==> config.mk <==
export PLATFORM = sky130hd
export DESIGN_NAME = div_seq_ctrl
export DESIGN_NICKNAME = d
export VERILOG_FILES = /design/src/rtl/div_seq_pkg.sv /design/src/rtl/div_result_check.sv /design/src/rtl/div_seq_ctrl.sv
export SDC_FILE = /design/constraint.sdc
export NUM_CORES = 1
export LEC_CHECK = 0
export ABC_AREA = 1
export CAP_MARGIN = 40
export CORE_MARGIN = 8
export CORE_UTILIZATION = 59
export CTS_CLUSTER_DIAMETER = 100
export DETAILED_ROUTE_END_ITERATION = 12
export PLACE_DENSITY = 0.87
export SYNTH_ARGS = -nofsm -noshare
export SYNTH_HDL_FRONTEND = slang
export SYNTH_SLANG_ARGS = --single-unit
==> constraint.sdc <==
create_clock -name clk -period 7.2 [get_ports clk]
set_clock_uncertainty 0.2 [all_clocks]
set_input_delay 1.44 -clock clk [delete_from_list [all_inputs] [get_ports clk]]
set_output_delay 1.44 -clock clk [all_outputs]
set_load 0.1 [all_outputs]
==> src/rtl/div_seq_pkg.sv <==
// ---------------------------------------------------------------------------
// div_seq_pkg: shared types and helpers for the divider sequencing controller.
// Rev 1.0
// ---------------------------------------------------------------------------
`default_nettype none

package div_seq_pkg;

  typedef enum logic [1:0] {
    S_IDLE = 2'd0,
    S_WAIT = 2'd1,
    S_DONE = 2'd2
  } state_e;

  // A single-cycle settle still needs a one-bit counter.
  function automatic int cnt_width(input int settle);
    int w;
    w = $clog2(settle + 1);
    return (w < 1) ? 1 : w;
  endfunction

endpackage

`default_nettype wire

==> src/rtl/div_result_check.sv <==
// ---------------------------------------------------------------------------
// div_result_check: flags a quotient/remainder pair that does not reproduce the dividend.
// Rev 1.0
// ---------------------------------------------------------------------------
`default_nettype none

module div_result_check #(
  parameter int DATA_WIDTH = 8
) (
  input  logic [DATA_WIDTH-1:0] dividend,
  input  logic [DATA_WIDTH-1:0] divisor,
  input  logic [DATA_WIDTH-1:0] quotient,
  input  logic [DATA_WIDTH-1:0] remainder,
  output logic                  err
);

  localparam int PW = 2 * DATA_WIDTH;

  // Double width holds q*d + r for any operands without wrapping.
  logic [PW-1:0] prod_sum;

  assign prod_sum = PW'(quotient) * PW'(divisor) + PW'(remainder);
  assign err      = (prod_sum != PW'(dividend)) || (remainder >= divisor);

endmodule

`default_nettype wire

==> src/rtl/div_seq_ctrl.sv <==
// ---------------------------------------------------------------------------
// div_seq_ctrl: registers operands into an external combinational divider, waits a
// fixed settle time, then captures and checks the result. Rev 1.0
// ---------------------------------------------------------------------------
`default_nettype none

module div_seq_ctrl
  import div_seq_pkg::*;
#(
  parameter int DATA_WIDTH    = 8,
  parameter int SETTLE_CYCLES = 2
) (
  input  logic                  clk,
  input  logic                  rst_n,
  input  logic                  in_valid,
  output logic                  in_ready,
  input  logic [DATA_WIDTH-1:0] in_dividend,
  input  logic [DATA_WIDTH-1:0] in_divisor,
  output logic [DATA_WIDTH-1:0] div_dividend,
  output logic [DATA_WIDTH-1:0] div_divisor,
  input  logic [DATA_WIDTH-1:0] div_quotient,
  input  logic [DATA_WIDTH-1:0] div_remainder,
  output logic                  out_valid,
  input  logic                  out_ready,
  output logic [DATA_WIDTH-1:0] out_quotient,
  output logic [DATA_WIDTH-1:0] out_remainder,
  output logic                  out_div_by_zero,
  output logic                  out_check_err
);

  localparam int            CW       = cnt_width(SETTLE_CYCLES);
  localparam logic [CW-1:0] CNT_LOAD = CW'(SETTLE_CYCLES - 1);

  state_e                  state_q, state_d;
  logic [CW-1:0]           cnt_q, cnt_d;
  logic [DATA_WIDTH-1:0]   dvd_q, dvs_q, quo_q, rem_q;
  logic                    dz_q, err_q;
  logic                    accept, capture, zero_div, chk_err;

  assign zero_div = (in_divisor == '0);

  always_ff @(posedge clk) begin
    if (!rst_n) begin
      state_q <= S_IDLE;
      cnt_q   <= '0;
    end else begin
      state_q <= state_d;
      cnt_q   <= cnt_d;
    end
  end

  always_comb begin
    state_d = state_q;
    cnt_d   = cnt_q;
    case (state_q)
      S_IDLE: begin
        if (accept) begin
          state_d = zero_div ? S_DONE : S_WAIT;
          if (!zero_div) cnt_d = CNT_LOAD;
        end
      end
      S_WAIT: begin
        if (cnt_q == '0) state_d = S_DONE;
        else             cnt_d   = cnt_q - CW'(1);
      end
      S_DONE: begin
        if (out_ready) state_d = S_IDLE;
      end
      default: state_d = S_IDLE;
    endcase
  end

  // in_ready is gated by rst_n directly so nothing is accepted during reset.
  always_comb begin
    in_ready  = rst_n && (state_q == S_IDLE);
    out_valid = (state_q == S_DONE);
    accept    = in_valid && in_ready;
    capture   = (state_q == S_WAIT) && (cnt_q == '0);
  end

  always_ff @(posedge clk) begin
    if (!rst_n) begin
      dvd_q <= '0;
      dvs_q <= '0;
      quo_q <= '0;
      rem_q <= '0;
      dz_q  <= 1'b0;
      err_q <= 1'b0;
    end else if (accept) begin
      dvd_q <= in_dividend;
      dvs_q <= in_divisor;
      if (zero_div) begin
        quo_q <= '1;
        rem_q <= in_dividend;
        dz_q  <= 1'b1;
        err_q <= 1'b0;
      end
    end else if (capture) begin
      quo_q <= div_quotient;
      rem_q <= div_remainder;
      dz_q  <= 1'b0;
      err_q <= chk_err;
    end
  end

  div_result_check #(
    .DATA_WIDTH(DATA_WIDTH)
  ) u_check (
    .dividend  (dvd_q),
    .divisor   (dvs_q),
    .quotient  (div_quotient),
    .remainder (div_remainder),
    .err       (chk_err)
  );

  assign div_dividend    = dvd_q;
  assign div_divisor     = dvs_q;
  assign out_quotient    = quo_q;
  assign out_remainder   = rem_q;
  assign out_div_by_zero = dz_q;
  assign out_check_err   = err_q;

endmodule

`default_nettype wire

After elaboration in Yosys (flattened, before gate mapping) --
Cells that the tools add are included.
Cells by class: add/subtract/negate cells 2, $mul 1, div/mod/pow operators 0, $lt $le $gt $ge 1, equality and inequality tests 9, shift operators 0, mux-type cells 21, bitwise logic cells 0, reduce and logical (&&, ||, !) cells 12
Operator list (count):
- two-way mux 8 bit | 6
- adder 16 x 8 -> 16 bit | 1
- multiplier 8 x 8 -> 16 bit | 1
- inequality test 16 x 8 -> 1 bit | 1
- two-way mux 2 bit | 7
- >= comparator 8 bit | 1
- logical NOT 8 bit | 1
- inequality test 2 bit, second input constant | 4
- two-way mux 1 bit | 6
- one-hot mux 2 bit (3 select lines) | 1
- logical NOT 2 bit | 2
- inequality test 2 x 1 -> 1 bit, second input constant | 2
- one-hot mux 2 bit (2 select lines) | 1
- AND reduction 4 bit | 1
- nonzero test 2 bit | 2
- logical AND 1 bit | 3
- AND reduction 3 bit | 1
- == test 2 x 1 -> 1 bit, second input constant | 1
- == test 2 bit, second input constant | 1
- AND reduction 2 bit | 1
- subtractor 2 x 1 -> 2 bit, second input constant | 1
- logical OR 1 bit | 1
Word-level totals: bits in registers 38, bits in latches 0, memory bits (writable) 0, memory bits (read-only) 0, output and inout port bits 36, memories 0

Logic depth before layout (Yosys ltp) --
depth in word-level cells 6, gate-level depth with buffers 26, gate-level depth less buffers 25

Modules after synthesis --
A second synthesis with hierarchy kept.
Unflattened totals: cell total of the unflattened synthesis 682, area total of the unflattened synthesis 4531.8 µm²
Modules (own cells, without submodules):
- div_result_check | times used 1, cells an instance 453, area an instance 2911.5 µm²
- div_seq_ctrl | times used 1, cells an instance 229, area an instance 1620.3 µm²

Worst setup path after synthesis --
Ideal clock, no wire load.
path type input -> register, start point input div_quotient[5], end point register err_q (netlist: out_check_err), library setup time 0.135 ns, arrival time 5.060 ns, data required time 6.865 ns, setup slack 1.805 ns, stages on the path 20, cells stage by stage clkbuf_1 -> nand2_1 -> fa_1 -> fa_1 -> fa_1 -> fa_1 -> inv_1 -> ha_1 -> nand2_1 -> inv_1 -> a21oi_1 -> nand2_1 -> nand2_1 -> nand2_1 -> nor2_1 -> nand3_1 -> nor2_1 -> nand2_1 -> nand2_1 -> a21oi_1
Between the ends: longest elaborated chain between the ends 6
RTL lines:
- start: declaration | line div_seq_ctrl.sv:21 | input logic [DATA_WIDTH-1:0] div_quotient,
- multiplier 8 x 8 -> 16 bit | line div_result_check.sv:22 | assign prod_sum = PW'(quotient) * PW'(divisor) + PW'(remainder);
- adder 16 x 8 -> 16 bit | line div_result_check.sv:22
- inequality test 16 x 8 -> 1 bit | line div_result_check.sv:23 | assign err = (prod_sum != PW'(dividend)) || (remainder >= divisor);
- logical OR 1 bit | line div_result_check.sv:23
- two-way mux 1 bit | line div_seq_ctrl.sv:98 | end else if (capture) begin
- two-way mux 1 bit | line div_seq_ctrl.sv:89 | end else if (accept) begin
- end signal: assignment | line div_seq_ctrl.sv:102 | err_q <= chk_err;
- end: declaration | line div_seq_ctrl.sv:37 | logic dz_q, err_q;
Every way passes these cells. The select of a mux whose other input is x is not followed. A chain may end at the register's enable or synchronous reset.

Final worst setup path --
start point input div_quotient[2], end point register err_q (netlist: out_check_err)
The elaborated chain is that of the path after synthesis.

==> out/qor.csv <==
stage,metric,value,unit
global_route,vias in the first global route,4749,
global_route,first-pass GRT wire length,23760,um
clocking,cts hold-fix bufs,0,
placed_design,Placed Area,5776,um2
routing,drt total wl,15100,um
clocking,Setup Buffers After CTS,0,
layout,n_diodes,0,
floorplan,Site Rows,31,
yosys,Post-Syn Area,4369,um2
layout,Layout fillers,424,
placed_design,Final HPWL DP,11720,um
layout,layout cell share with drive strength beyond 1,7.972,%
global_route,GRT Resource Usage Total,30.09,%
clocking,CTS H-tree lvls,2,
timing,fmax,0.1664,GHz
global_route,initial antenna violation count,0,
critical_path,"Arr. time, crit path",5.98,ns
clocking,CTS tree,done,
layout,post-layout util,81.96,%
yosys,"top cells by area, synth","fa_1, dfxtp_1, nand2_1",
layout,fin nets,839,
critical_path,Worst EP required,7.17,ns
yosys,synth unique cells,32,
pwr,Logic pwr share,56.4,%
clocking,Longest Clk Path Bufs,2,
yosys,predominant post-synthesis flop cell,dfxtp_1,
pwr,Pleak,0.003030,uW
yosys,Syn Area/Cell,6.980,um2
routing,Pre-antenna DRT Iters,7,
critical_path,crit path launch,div_quotient[2],
clocking,Root Buffer,clkbuf_8,
layout,Area Overhead vs Synth,35.34,%
pwr,Switching Power,487.7,uW
routing,Vias/cell,5.559,
yosys,Yosys Warn Count,0,
pwr,Pint,590.3,uW
timing,max_slew headroom,49.12,%
clocking,worst skew pair latency,0.31,ns
floorplan,die area,10420,um2
yosys,Post-Syn Nets,751,
placed_design,Final GP Congestion,0.8544,
routing,DRT iter0 DRCs,349,
clocking,# clock sinks,38,
clocking,total CTS buffers,5,
yosys,"flops & latches, synth",38,
pwr,fraction of power spent switching nets,45.24,%
floorplan,die height,102.1,um
critical_path,FF-to-FF path depth,18,
yosys,Synth top area share,20.16,%
timing,slew at the pin with the worst max-slew slack,0.7608,ns
pwr,Power Density,182.3,nW/um2
routing,Routed Antenna Nets,0,
clocking,"Clk pin slew, worst setup/hold paths",0.09,ns
critical_path,element type at the critical path end,register,
layout,post-route cell area,5913,um2
clocking,# resized after CTS,0,
timing,RSZ-0062 raised after global routing,false,
timing,final hold viol count,0,
yosys,asr flop ratio synth,0,%
hold_path,Worst Hold Class,reg -> reg,
floorplan,io pins,72,
timing,Pins Over Slew Limit,0,
critical_path,Setup crit end,out_check_err,
timing,setup TNS,0,ns
yosys,number of synthesized flops with an enable pin,0,
critical_path,FF-to-FF End,out_check_err,
timing,Final period util,83.46,%
timing,Setup Viol. Count Final,0,
critical_path,crit path kind,in -> reg,
yosys,synthesized instance count,626,
routing,post-DR wirelength/cell,18.54,um
routing,Post-route DRC,0,
floorplan,Initial Util,60.56,%
critical_path,R2R Setup Slk,2.43,ns
pwr,clock group share of total power,21.0,%
yosys,"Seq/Total Area, Yosys",17.41,%
routing,DR vias,4525,
floorplan,CORE AREA,7214,um2
yosys,"area leader, netlist",fa_1,
outcome,status,completed,
pwr,peak supply drop,0.0001507,V
global_route,largest net degree at the start of global routing,34,
global_route,global route overflow,0,
critical_path,worst r2r src,div_divisor[2],
timing,minimum clock period,6.009,ns
placed_design,IO Port Bufs,71,
critical_path,CP max FO,9,
critical_path,CP Launch Type,primary input,
job,Max Cap Viol,0,
floorplan,Die Width,102.1,um
pwr,Reg power frac,22.5,%
==> state kept, by name, summed over array words and instances, names as in the netlist <==
name and count:
out_div_by_zero 1, div_divisor 8, out_remainder 8, cnt_q 2, div_dividend 8, out_check_err 1
out_quotient 8, state_q 2
==> placed cells by master, fill, tap and decap left out, types with 13 or more instances in the layout <==
master           count
nand2_1            190
inv_1              142
clkdlybuf4s50_1     71
ha_1                45
fa_1                44
dfxtp_1             38
a21oi_1             35
nor2_1              24
buf_8               23
nand3_1             21
o21ai_0             14
buf_16              13
==> power by group through the flow <==
stage	clock network, uW	registers (uW)	logic, uW
after floorplan	0	314	334
after global placement	0	244	520
after detailed placement	0	245	595
after CTS	224	241	605
after global routing	233	244	670
final	227	243	608
==> metrics by stage <==
step / setup slack, ns / cells / hold slack (ns) / total power, uW
floorplan: 1.805 / 626 / 0.2331 / 647.9
global placement: 0.9870 / 770 / 0.2449 / 764.1
detailed placement: 0.9179 / 806 / 0.2608 / 840.0
CTS: 1.215 / 814 / 0.2724 / 1070
global route: 0.9969 / 814 / 0.2820 / 1146
finish: 1.191 / 814 / 0.2886 / 1078
==> worst min path at each step <==
| stage | startpoint | to | slack [ns] | cells past startpoint |
|---|---|---|---|---|
| 6_report | out_quotient[5] | out_quotient[5] | 0.29 | 2 |
| 5_1_grt | out_quotient[1] | out_quotient[1] | 0.28 | 2 |
| 4_1_cts | out_quotient[1] | out_quotient[1] | 0.27 | 2 |
| 3_5_place_dp | out_quotient[5] | out_quotient[5] | 0.26 | 2 |
| 3_3_place_gp | cnt_q[1] | cnt_q[1] | 0.24 | 2 |
| 2_1_floorplan | cnt_q[1] | cnt_q[1] | 0.23 | 2 |
==> final cells by class <==
type	count	area [um2]	share of cell area, %
Clock inverter	3	68.82	1.164
Tap cell	99	123.9	2.095
Timing Repair Buffer	107	1414	23.91
Clock buffer	5	68.82	1.164
Multi-Input combinational cell	417	2930	49.56
Inverter	145	546.8	9.247
Sequential cell	38	760.7	12.87
==> worst max-delay path, cell delays in order <==
cell and delay [ns]:
clkdlybuf4s50_1 0.73, nand2_1 0.18, fa_1 0.55, fa_1 0.52, fa_1 0.52, fa_1 0.54, inv_1 0.04, ha_1 0.36
nand2_1 0.13, nor2_1 0.16, nand3_1 0.13, nand3_1 0.11, nand2_1 0.06, nor2_1 0.10, nand3_1 0.10, nor2_1 0.13
nand2_1 0.07, nand2_1 0.06, a21oi_1 0.07
==> cell families after synthesis <==
| group | after synthesis | synth area share, % |
|---|---|---|
| and+or+nand+nor | 248 | 23.63 |
| DFF | 38 | 17.41 |
| buffers and inverters | 171 | 15.52 |
| adders and majority gates | 89 | 33.05 |
| AOI/OAI and AO/OA | 74 | 9.193 |
| xor gates and xnor gates | 6 | 1.203 |
==> per-layer routing <==
metal / vias to the layer above / wire, um / track usage, %
li1: 2062 / - / -
met1: 2119 / 5269 / 31.59
met2: 267 / 7912 / 54.42
met3: 77 / 1065 / 6.471
met4: 0 / 847 / 16.82
met5: - / 0 / 0
==> cell usage after synthesis, types with 2 or more instances <==
cell	number
a21oi_2	2
clkbuf_1	16
nor3_4	2
xor2_1	5
dfxtp_1	38
nand3_1	21
nand4_1	3
nand2_1	190
fa_1	44
ha_1	45
o21ai_0	14
a21oi_1	35
o21ai_1	10
inv_1	142
inv_2	2
buf_2	6
nor2_1	24
buf_4	2
o21ai_2	2
a31oi_1	9
nand3b_1	3
Note: power is estimated with default switching activity, not from simulation.
